**config.mk**
```make
export PLATFORM = sky130hd
export DESIGN_NAME = serial_negate_rx
export DESIGN_NICKNAME = d
export VERILOG_FILES = /design/src/rtl/serial_negate_rx.sv
export SDC_FILE = /design/constraint.sdc
export NUM_CORES = 1
export LEC_CHECK = 0
export CAP_MARGIN = 0
export CORE_MARGIN = 2
export CORE_UTILIZATION = 44
export CTS_CLUSTER_SIZE = 10
export DETAILED_ROUTE_END_ITERATION = 8
export PLACE_DENSITY = 0.72
export SYNTH_ARGS = -nofsm -noshare
export SYNTH_HDL_FRONTEND = slang
export SYNTH_SLANG_ARGS = --single-unit
```
**constraint.sdc**
```tcl
create_clock -name t_clk -period 1.4 [get_ports t_clk]
set_input_delay 0.42 -clock t_clk [delete_from_list [all_inputs] [get_ports t_clk]]
set_output_delay 0.42 -clock t_clk [all_outputs]
set_load 0.005 [all_outputs]
```
**src/rtl/serial_negate_rx.sv**
```systemverilog
// serial_negate_rx: frames an LSB-first serial stream into W-bit words and re-negates it bit-serially.
module serial_negate_rx #(
    parameter int W = 8
) (
    input  logic         t_clk,
    input  logic         r,
    input  logic         i,
    input  logic         v,
    input  logic         f,
    output logic [W-1:0] q,
    output logic         q_v,
    input  logic         q_rdy,
    output logic         mn,
    output logic         fe,
    output logic         ovf
);
    localparam int CW = $clog2(W);
    localparam logic [W-1:0] MOST_NEG = {1'b1, {(W-1){1'b0}}};

    typedef enum logic {IDLE, SHIFT} state_t;

    state_t        state_q, state_d;
    logic [CW-1:0] cnt_q, cnt_d;
    logic          seen_q, seen_d;
    logic [W-1:0]  sr_q, sr_d;
    logic [W-1:0]  word_q, word_d;
    logic          qv_q, qv_d;
    logic          mn_q, mn_d;
    logic          fe_q, fe_d;
    logic          ovf_q, ovf_d;
    logic          start, take, done, seen_in, o;

    always_ff @(posedge t_clk) begin
        if (r) begin
            state_q <= IDLE;
            cnt_q   <= '0;
            seen_q  <= 1'b0;
            sr_q    <= '0;
            word_q  <= '0;
            qv_q    <= 1'b0;
            mn_q    <= 1'b0;
            fe_q    <= 1'b0;
            ovf_q   <= 1'b0;
        end else begin
            state_q <= state_d;
            cnt_q   <= cnt_d;
            seen_q  <= seen_d;
            sr_q    <= sr_d;
            word_q  <= word_d;
            qv_q    <= qv_d;
            mn_q    <= mn_d;
            fe_q    <= fe_d;
            ovf_q   <= ovf_d;
        end
    end

    always_comb begin
        state_d = state_q;
        cnt_d   = cnt_q;
        seen_d  = seen_q;
        sr_d    = sr_q;
        word_d  = word_q;
        qv_d    = (qv_q && q_rdy) ? 1'b0 : qv_q;
        mn_d    = mn_q;
        fe_d    = 1'b0;
        ovf_d   = ovf_q;
        start   = v && f;
        take    = v && (state_q == SHIFT || f);
        // A restart always begins with seen cleared; leftover sr bits are shifted out before completion.
        seen_in = start ? 1'b0 : seen_q;
        o       = i ^ seen_in;
        done    = take && !start && state_q == SHIFT && cnt_q == CW'(W - 1);
        if (take) begin
            sr_d    = {o, sr_q[W-1:1]};
            seen_d  = seen_in | i;
            cnt_d   = start ? CW'(1) : cnt_q + CW'(1);
            fe_d    = start && state_q == SHIFT;
            state_d = SHIFT;
        end
        if (done) begin
            state_d = IDLE;
            cnt_d   = '0;
            seen_d  = 1'b0;
            if (!qv_q || q_rdy) begin
                word_d = sr_d;
                qv_d   = 1'b1;
                mn_d   = sr_d == MOST_NEG;
            end else begin
                ovf_d  = 1'b1;
            end
        end
    end

    assign q   = word_q;
    assign q_v = qv_q;
    assign mn  = mn_q;
    assign fe  = fe_q;
    assign ovf = ovf_q;
endmodule

```
==> summary.txt <==
Status
  • Status: finished with violations
  • Failing checks: setup timing

Synthesis
  • Commonest cells post-synth: dfxtp_1 (25), nor2_1 (24), mux2i_1 (8)
  • Ys flop type: dfxtp_1
  • Synthesized instance count: 94
  • Synth Register Bits: 25
  • Post-Synth Simple-Gate Area: 0.178
  • Cell with the most instances after synthesis: dfxtp_1
  • Netlist cell types: 26
  • Synth area leader: dfxtp_1
  • Largest cells by area after synthesis: dfxtp_1 (52%), nor2_1 (9.4%), mux2i_1 (8.3%), a211oi_1 (5.5%), ha_1 (3.9%)
  • Proportion of synthesized area in mux cells: 0.0951
  • Synth Net Count: 103
  • Xor and xnor area share after synthesis: 0
  • Synth top area share: 0.521
  • Synthesized area per cell: about 10 um2
  • Adder-cell share of the synthesized area: 0.0391
  • Register area share after synthesis: 0.521
  • Cell Area, Synth: 961 um2
  • Synth Area in Compound Gates: 0.139
  • Yosys warning count: 0
  • Async SR Flop Fraction: 0
  • Combinational family with the most area after synthesis: simple AND/OR/NAND/NOR gates
  • EDFF count, synth: 0

Worst setup path
  • Critical Path End Type: flop
  • CP top delay family: simple AND/OR/NAND/NOR gates
  • Critical setup path kind: flop to flop
  • CP Buf/Inv Count: 2
  • Critical path launch point type: flop
  • Crit path largest cell delay: between 300 and 400 ps
  • WP data required: around 1700 ps
  • Crit-path max FO: 5
  • Critical path's most frequent cell: ha_4
  • Cell chain of the critical path: ha_4, ha_4, nand4b_1, nor2_4, buf_6, buf_12, nor2_1, a211oi_1
  • Signal arrival time at the worst endpoint: between 1500 and 2000 ps
  • Slowest CP cell: dfxtp_2

Run
  • Max-Cap Viols: 0

Drt
  • Wl on met1: 1.01 mm
  • Total wire length: roughly 2.4 mm
  • Initial DRC Count: 12
  • Via-to-Cell Ratio: about 5.2
  • Detail Route Antenna Nets: 0
  • Met2 WL: 1.27 mm
  • Vias: 849
  • DRT Pass-1 Iters: 4
  • WL/cell: 14.5 um
  • Top routing layer in use: met4
  • Post-route DRC: 0
  • Met3 Wirelength: 62 um

Global route
  • Vias in the first global route: approximately 860
  • Grt ovf: 0
  • Tot GR Track Use: 0.203
  • First-pass GRT wire length: 3.89 mm
  • Initial antenna violation count: 0
  • Maximum number of pins on one net before global-route repair: 15

Cells and area
  • N_diodes: 0
  • Final non-filler cell area: 1490 um2
  • Ratio of cells with drive above 1 in the final layout: 0.463
  • Filler instances: 144
  • Area growth from synthesis to final layout: 54.9%
  • # nets final: 146

Timing
  • Fmax: 0.644 GHz
  • Slew HR: 0.802
  • Final worst-path cycle share: 1.11
  • Final Hold Viols: 0
  • Worst slew pin tran: 289 ps
  • Clk_skew: 10.3 ps
  • RSZ-0062 raised after global routing: yes
  • Final setup violation count: 9
  • Pins Over Slew Limit: 0
  • Setup ws final: -152 ps
  • Final setup TNS: -1110 ps
  • Final min period: ~1600 ps

Die
  • Core footprint: 2000 um2
  • FP Rows: 16
  • Die ar.: 2570 um2
  • IO Pins: 18
  • Starting Density: 0.480
  • Die height: between 50 and 60 um
  • Die W: 50.7 um

Placement
  • Hpwl dp: 1.41 mm
  • Post-placement cell area: 1290 um2
  • Dpl ws: -536 ps
  • I/O Buffers: 17
  • GP Congestion: about 0.75

Clocking
  • CTS tree: yes
  • Worst-path clk slew: between 100 and 150 ps
  • Worst-case clock buffer depth: 2
  • H-tree levels: 1
  • Worst-Skew Late Latency: ~330 ps
  • Total CTS buffers: 3
  • CTS sink count: 25
  • Clock Root Buffer: clkbuf_4

Pwr
  • Design Power: approximately 0.0012 W
  • Maximum VDD drop: ~640 uV
  • Leakage power total: 0.675 nW
  • Pwr Density: 782 nW/um2

Min path
  • Worst min-delay path category: flop to flop
## sequential cells by signal, summed over array words and instances, names as in the netlist
name and flops:
cnt_q 3, fe 1, q 8, ovf 1
sr_q 8, q_v 1, state_q 1, seen_q 1
mn 1
## power by group
part | switching [W] | internal (W) | leakage, nW
sequential | 0.00000846 | 0.000722 | 0.209
combinational | 0.0000493 | 0.0000551 | 0.449
clock | 0.000223 | 0.000107 | 0.0177
## kinds of logic after synthesis
| kind of cell | after synthesis |
|---|---|
| and+or+nand+nor | 36 |
| DFF | 25 |
| AOI/OAI and AO/OA | 16 |
| muxes | 9 |
| buffers and inverters | 5 |
| adders and majority gates | 3 |
## final cells by class
cell class	instances	area, um2	area share
multi-input cells	64	523	0.351
flip-flops and latches	25	517	0.347
repair buffers	42	384	0.258
well taps	27	33.8	0.0227
clock buffers	3	22.5	0.0151
clock inverters	1	5.00	0.00336
inverters	1	3.75	0.00252
## path summary, 6_finish.rpt
check / startpoint / end / slack (ps) / cells past startpoint
max: cnt_q[1]$_SDFFE_PP0P_ / q[2]$_SDFFE_PP0P_ / -150 / 8
min: ovf$_SDFFE_PP0P_ / ovf$_SDFFE_PP0P_ / 480 / 2
max reg2reg: cnt_q[1]$_SDFFE_PP0P_ / q[2]$_SDFFE_PP0P_ / -150 / 8
min reg2reg: ovf$_SDFFE_PP0P_ / ovf$_SDFFE_PP0P_ / 480 / 2
## repair_timing
item	CTS	global route
buffers inserted	4	6
hold buffers	0	0
resized for setup	41	8
cloned	1	0
pin swaps	9	5
setup endpoints to repair	29	18
## tightest hold or removal path, stage by stage (launching register included)
cell	delay [ps]
dfxtp_2	350
a31oi_1	40
nor2_1	70
## per-stage QoR
stage                     cells  utilization  hold WS (ps)
after floorplan              94            -           454
after global placement      150        0.647           449
after detailed placement    150        0.647           474
after CTS                   159        0.724           486
after global routing        163        0.744           509
final                       163        0.744           479
## metal layers
layer | GRT usage | vias up
met5 | 0 | -
met3 | 0.0268 | 4
li1 | - | 413
met1 | 0.232 | 413
met2 | 0.382 | 19
met4 | 0.0676 | 0
## placed cells by master, fill, tap and decap left out, types with 2 or more instances in the layout
master and n:
nor2_1 20, buf_4 18, clkdlybuf4s50_1 3, dfxtp_2 13
dlygate4sd2_1 14, nor2_2 3, buf_12 2, nand2_1 2
buf_6 5, clkbuf_4 3, dfxtp_1 12, nor3b_1 2
a211oi_2 6, ha_4 2, nor2_4 2, a21oi_1 3
a22oi_1 2, mux2i_1 7
(Power assumes the default switching activity.)
